$ cat config.mk
export PLATFORM = sky130hd
export DESIGN_NAME = mem_port_arbiter
export DESIGN_NICKNAME = d
export VERILOG_FILES = /design/src/rtl/mem_port_arbiter.sv
export SDC_FILE = /design/constraint.sdc
export NUM_CORES = 1
export LEC_CHECK = 0
export ABC_CLOCK_PERIOD_IN_PS = 3950
export CORE_UTILIZATION = 44
export CTS_CLUSTER_SIZE = 25
export DETAILED_ROUTE_END_ITERATION = 8
export PLACE_DENSITY = 0.85
export REMOVE_ABC_BUFFERS = 1
export SLEW_MARGIN = 10
export SYNTH_ARGS = -nofsm -noshare
export SYNTH_HDL_FRONTEND = slang
export SYNTH_SLANG_ARGS = --single-unit
$ cat constraint.sdc
create_clock -name i_clk -period 3.95 [get_ports i_clk]
set_input_delay 0.79 -clock i_clk [delete_from_list [all_inputs] [get_ports i_clk]]
set_output_delay 0.79 -clock i_clk [all_outputs]
set_load 0.1 [all_outputs]
$ cat src/rtl/mem_port_arbiter.sv
// Shares one req/gnt/rvalid memory port between instruction fetch and the LSU.
// One transaction is outstanding at a time. The LSU has priority, but a starvation limit lets a waiting fetch through.
module mem_port_arbiter #(
  parameter int unsigned ADDR_W     = 32,
  parameter int unsigned DATA_W     = 32,
  parameter int unsigned STARVE_MAX = 4
) (
  input  logic                i_clk,
  input  logic                i_rst_n,
  input  logic                i_flush,
  input  logic                i_if_req,
  input  logic [ADDR_W-1:0]   i_if_addr,
  output logic [DATA_W-1:0]   o_if_rdata,
  output logic                o_if_ack,
  input  logic                i_lsu_req,
  input  logic                i_lsu_wren,
  input  logic [ADDR_W-1:0]   i_lsu_addr,
  input  logic [DATA_W-1:0]   i_lsu_wdata,
  input  logic [DATA_W/8-1:0] i_lsu_bmask,
  output logic [DATA_W-1:0]   o_lsu_rdata,
  output logic                o_lsu_ack,
  output logic                o_mem_req,
  output logic                o_mem_wren,
  output logic [ADDR_W-1:0]   o_mem_addr,
  output logic [DATA_W-1:0]   o_mem_wdata,
  output logic [DATA_W/8-1:0] o_mem_bmask,
  input  logic                i_mem_gnt,
  input  logic                i_mem_rvalid,
  input  logic [DATA_W-1:0]   i_mem_rdata,
  output logic                o_stall_if,
  output logic                o_stall_lsu
);

  localparam logic [3:0] STARVE_LIM = 4'(STARVE_MAX);

  typedef enum logic [1:0] {S_IDLE, S_REQ, S_WAIT} state_t;

  state_t     state;
  logic       owner_lsu;
  logic       kill;
  logic [3:0] starve_cnt;

  logic ack_cycle;
  logic if_ok;
  logic grant_lsu;
  logic grant_if;

  // The ack cycle is never arbitrated, so a requester that is still dropping its request is not served twice.
  always_comb begin
    ack_cycle = o_if_ack | o_lsu_ack;
    if_ok     = i_if_req & ~i_flush;
    grant_lsu = i_lsu_req & ~(if_ok & (starve_cnt == STARVE_LIM));
    grant_if  = if_ok & ~grant_lsu;
  end

  assign o_stall_if  = i_if_req & ~o_if_ack & ~i_flush;
  assign o_stall_lsu = i_lsu_req & ~o_lsu_ack;

  always_ff @(posedge i_clk or negedge i_rst_n) begin
    if (!i_rst_n) begin
      state       <= S_IDLE;
      owner_lsu   <= 1'b0;
      kill        <= 1'b0;
      starve_cnt  <= '0;
      o_mem_req   <= 1'b0;
      o_mem_wren  <= 1'b0;
      o_mem_addr  <= '0;
      o_mem_wdata <= '0;
      o_mem_bmask <= '0;
      o_if_ack    <= 1'b0;
      o_lsu_ack   <= 1'b0;
      o_if_rdata  <= '0;
      o_lsu_rdata <= '0;
    end else begin
      o_if_ack  <= 1'b0;
      o_lsu_ack <= 1'b0;
      case (state)
        S_IDLE: begin
          if (!i_if_req)
            starve_cnt <= '0;
          if (!ack_cycle && (grant_lsu || grant_if)) begin
            owner_lsu <= grant_lsu;
            o_mem_req <= 1'b1;
            state     <= S_REQ;
            if (grant_lsu) begin
              o_mem_wren  <= i_lsu_wren;
              o_mem_addr  <= i_lsu_addr;
              o_mem_wdata <= i_lsu_wdata;
              o_mem_bmask <= i_lsu_wren ? i_lsu_bmask : '1;
              if (i_if_req && (starve_cnt != STARVE_LIM))
                starve_cnt <= starve_cnt + 4'd1;
            end else begin
              o_mem_wren  <= 1'b0;
              o_mem_addr  <= i_if_addr;
              o_mem_wdata <= '0;
              o_mem_bmask <= '1;
              starve_cnt  <= '0;
            end
          end
        end
        S_REQ: begin
          if (!owner_lsu && i_flush)
            kill <= 1'b1;
          if (i_mem_gnt) begin
            o_mem_req <= 1'b0;
            state     <= S_WAIT;
          end
        end
        S_WAIT: begin
          if (!owner_lsu && i_flush)
            kill <= 1'b1;
          if (i_mem_rvalid) begin
            if (owner_lsu) begin
              o_lsu_rdata <= i_mem_rdata;
              o_lsu_ack   <= 1'b1;
            end else if (!(kill || i_flush)) begin
              o_if_rdata <= i_mem_rdata;
              o_if_ack   <= 1'b1;
            end
            kill  <= 1'b0;
            state <= S_IDLE;
          end
        end
        default: state <= S_IDLE;
      endcase
    end
  end

endmodule

Word level (Yosys, flattened, before mapping)
Index checks and enable logic that the tools add are counted.
{ "op_classes": {"n_reduce_logical": 15, "muxes": 26, "n_eq_ne": 7, "add_sub_neg": 1, "bitwise_logic": 15} }
{ "ops": {"columns": ["cell", "n"], "rows": [
  ["2-to-1 mux 32 bit", 2],
  ["2-to-1 mux 4 bit", 6],
  ["2-to-1 mux 1 bit", 12],
  ["AND reduction 3 bit", 3],
  ["AND 1 bit", 7],
  ["inverter 1 bit", 7],
  ["2-to-1 mux 2 bit", 3],
  ["!= test 2 bit (second input constant)", 3],
  ["case mux 2 bit (3 select lines)", 1],
  ["adder 4 x 1 -> 4 bit (second input constant)", 1],
  ["== test 4 x 3 -> 1 bit (second input constant)", 1],
  ["!= test 4 x 3 -> 1 bit (second input constant)", 1],
  ["case mux 1 bit (2 select lines)", 2],
  ["AND reduction 4 bit", 1],
  ["nonzero test 2 bit", 2],
  ["logical AND 1 bit", 3],
  ["== test 2 x 1 -> 1 bit (second input constant)", 1],
  ["== test 2 bit (second input constant)", 1],
  ["zero test 1 bit", 2],
  ["zero test 2 bit", 1],
  ["logical OR 1 bit", 2],
  ["AND reduction 2 bit", 1],
  ["OR 1 bit", 1]
]} }
{ "totals": {"output_inout_bits": 138, "wordCells": 77, "regBits": 144, "in_bits": 140} }

Longest topological paths before layout
{ "logic_depth": {"ltp_word": 11, "ltp_mapped": 8, "ltp_nobuf": 6} }

Worst setup path after synthesis
OpenSTA, ideal clock, no wires.
{ "synth_timing": {"path_type": "register -> register", "start": "register o_lsu_ack", "end": "register starve_cnt[0]", "required_time_ns": 3.885, "setup_slack_ns": 0.780, "arrival_ns": 3.106, "setup_ns": 0.065, "path_stages_with_launch": 5, "cell_sequence": "dfrtp_1 nor2b_1 nand4b_1 o211ai_1 mux2_2"} }
{ "synth_via": {"elab_chain_cells": 4} }
{ "synth_rtl": {"columns": ["item", "line", "text"], "rows": [
  ["start, declared", "21", "output logic o_lsu_ack,"],
  ["start signal, assigned", "71", "o_lsu_ack <= 1'b0;"],
  ["start signal, assigned", "76", "o_lsu_ack <= 1'b0;"],
  ["start signal, assigned", "115", "o_lsu_ack <= 1'b1;"],
  ["OR 1 bit", "50", "ack_cycle = o_if_ack | o_lsu_ack;"],
  ["zero test 1 bit", "81", "if (!ack_cycle && (grant_lsu || grant_if)) begin"],
  ["logical AND 1 bit", "81", null],
  ["2-to-1 mux 4 bit", "81", null],
  ["end signal, assigned", "91", "starve_cnt <= starve_cnt + 4'd1;"],
  ["end, declared", "41", "logic [3:0] starve_cnt;"]
]} }
Every way passes these cells.
A chain may end at the register's enable or synchronous reset.

Final worst setup path
{ "layout_timing": {"start": "input i_flush", "end": "output o_stall_if"} }
{ "layout_via": {"elab_chain_cells": 2} }
{ "layout_rtl": {"columns": ["item", "line", "text"], "rows": [
  ["start, declared", "10", "input logic i_flush,"],
  ["inverter 1 bit", "56", "assign o_stall_if = i_if_req & ~o_if_ack & ~i_flush;"],
  ["AND 1 bit", "56", null],
  ["end, declared", "30", "output logic o_stall_if,"]
]} }
Every way passes these cells.

==> flow_summary.json <==
{
  "wl_um": 16900,
  "tns_ns": 0,
  "nFillCells": 867,
  "grt_antenna_before_repair": 0,
  "post_cts_resized": 0,
  "wire_per_inst_um": 18.9,
  "yosysTopAreaCellShare_pct": 60.9,
  "critPathRequiredTime_ns": 3.16,
  "synth_area_leaders": "dfrtp_1 61%, mux2_2 13%, mux2i_1 5.4%",
  "antenna_cells": 0,
  "grt_first_pass_wirelength_um": 26600,
  "cts_root_buffer": "clkbuf_16",
  "die_y_um": 118,
  "postCtsSetupRepairBufs": 0,
  "grt_usage_pct": 25.0,
  "route.detailed.drc": 0,
  "worstMarginPinSlew_ns": 1.06,
  "worstPathCellList": "clkdlybuf4s50_1 -> nor2b_4 -> nor2b_1 -> buf_4",
  "min_path_type": "in -> async",
  "synth.avg_cell_area_um2": 13.7,
  "multiInputGateArea_um2": 2070,
  "ios": 278,
  "syn_to_final_growth_pct": 58.7,
  "gp_congestion": 0.815,
  "setup_viol": 0,
  "initial_core_util_pct": 45.9,
  "endpoint_kind": "primary output",
  "regArea_um2": 3600,
  "crit_buf_inv": 2,
  "synth_area_um2": 5910,
  "grt_max_degree": 79,
  "rsz0062_at_grt": "false",
  "clk_pin_slew_ns": 0.06,
  "seq_area_frac_synth_pct": 60.9,
  "dr.pass1.iters": 4,
  "async_flop_share_pct": 100,
  "critPathMaxFanout": 6,
  "via_per_inst": 5.13,
  "start_kind": "input pin",
  "rr_worst_depth": 7,
  "setup_ws_ns": 1.12,
  "rows": 41,
  "cpMaxStageDelayCell": "clkdlybuf4s50_1",
  "maxSlewHeadroom_pct": 29.4,
  "maxCapViolations": 0,
  "fp.dieArea_um2": 13900,
  "drv_slew": 0,
  "max_freq_mhz": 353,
  "path_depth": 4,
  "numCtsBuffers": 17,
  "synth_enable_flop_cells": 0,
  "fin_util_pct": 72.9,
  "ctsHoldBuffers": 0,
  "yosys.cell_types.count": 38,
  "drt-initial-drc-count": 200,
  "grt_overflow": 0,
  "layout_common_cells": "274 x clkdlybuf4s50_1, 144 x dfrtp_1, 66 x mux2_2, 37 x nand2_1, 33 x a22o_1",
  "clock-sinks": 144,
  "dp_hpwl_um": 12300,
  "clockBufferDepth": 2,
  "min_period_ns": 2.83,
  "layout-drive-gt1-share_pct": 15.3,
  "grt_pass1_vias": 4925,
  "fin_crit_sh_pct": 71.7,
  "cpPeakStageDelay_ns": 0.56,
  "cts_tree": "yes",
  "path_delay_family": "buffers and inverters",
  "layout_commonest_cell": "clkdlybuf4s50_1",
  "fin_nets": 854,
  "cts_max_level": 4,
  "netlist_instances": 432,
  "worstSkewPairLatency_ns": 0.41,
  "synth_ff_type": "dfrtp_1",
  "fin_skew_ns": 0.00480,
  "yosysTopAreaCell": "dfrtp_1",
  "drt.antenna.violating_nets": 0,
  "arrival_ns": 2.04,
  "critPathKind": "in -> out",
  "dp.cells": 862,
  "core_um2": 12900,
  "pre_cts_ws_ns": 1.08,
  "status": "finished, final reports clean",
  "port_buffers": 277,
  "ys_warn_count": 0,
  "finalNonFillerCells": 893,
  "vias": 4579,
  "synth_seq_cells": 144,
  "timing.final.hold_violations": 0,
  "die_x_um": 118
}
## layer usage
| metal | share of wire, % | GRT usage [%] | wire, um |
|---|---|---|---|
| met2 | 51 | 43.9 | 8620 |
| met5 | 0 | 0 | 0 |
| met1 | 39 | 27.5 | 6500 |
| met4 | 2.3 | 10.4 | 383 |
| met3 | 8.0 | 8.43 | 1350 |
## worst reg2reg max path: stages, from the launching register on
cell and delay [ns]:
dfrtp_1 0.40, inv_1 0.08, ha_1 0.18, and3b_1 0.24
a21bo_2 0.45, buf_12 0.28, mux2i_1 0.26, o21ai_0 0.12
## kinds of logic (layout without fill, tap and decap cells)
logic type / after synthesis / in the layout / share of synthesized area, %
AND/OR/NAND/NOR: 59 / 59 / 4.93
buffers and inverters: 36 / 325 / 4.10
AO/OA/AOI/OAI: 90 / 90 / 11.0
multiplexers: 98 / 98 / 18.0
adder cells (fa/ha/maj): 5 / 5 / 1.06
flip-flops: 144 / 144 / 60.9
## synth_stat cells (all sizes together), types with 3 or more instances
cell type	number
ha	5
mux2	66
o21ai	35
mux2i	32
a2bb2oi	4
inv	11
a22o	33
nor2b	5
nand2	37
buf	23
dfrtp	144
o211ai	3
nor2	10
## flip-flops by register name (all words and copies together), names as in the netlist, 2 cells and up
register and flops:
state 2, o_mem_addr 32, o_mem_bmask 4, o_mem_wdata 32, starve_cnt 4, o_if_rdata 32
o_lsu_rdata 32
## area by class of cell
type,count,share of cell area (%)
Clock buffer,21,4.90
Multi-Input combinational cell,252,22.0
Sequential cell,144,38.4
Inverter,11,0.440
Timing Repair Buffer,283,30.2
Clock inverter,10,1.71
Tap cell,172,2.29
## metrics by stage
| step | instance area, um^2 | hold WS [ns] |
|---|---|---|
| 5_1_grt | 9390 | 0.407 |
| 4_1_cts | 9390 | 0.384 |
| 2_1_floorplan | 5710 | 0.491 |
| 3_3_place_gp | 8770 | 0.462 |
| 6_report | 9390 | 0.370 |
| 3_5_place_dp | 8770 | 0.470 |
## worst paths after layout
check,start,to,slack (ns)
worst min register to register,o_mem_addr[2],o_mem_addr[2],0.48
worst max register to register,starve_cnt[0],o_mem_addr[0],1.81
min in group i_clk,o_mem_addr[2],o_mem_addr[2],0.48
max in group asynchronous,i_rst_n,o_mem_addr[1],2.73
worst max-delay path,i_flush,o_stall_if,1.12
worst min-delay path,i_rst_n,o_mem_addr[26],0.37
Power is not shown: default switching activity piles up to over one toggle a cycle in this logic, so the estimate is an artifact.
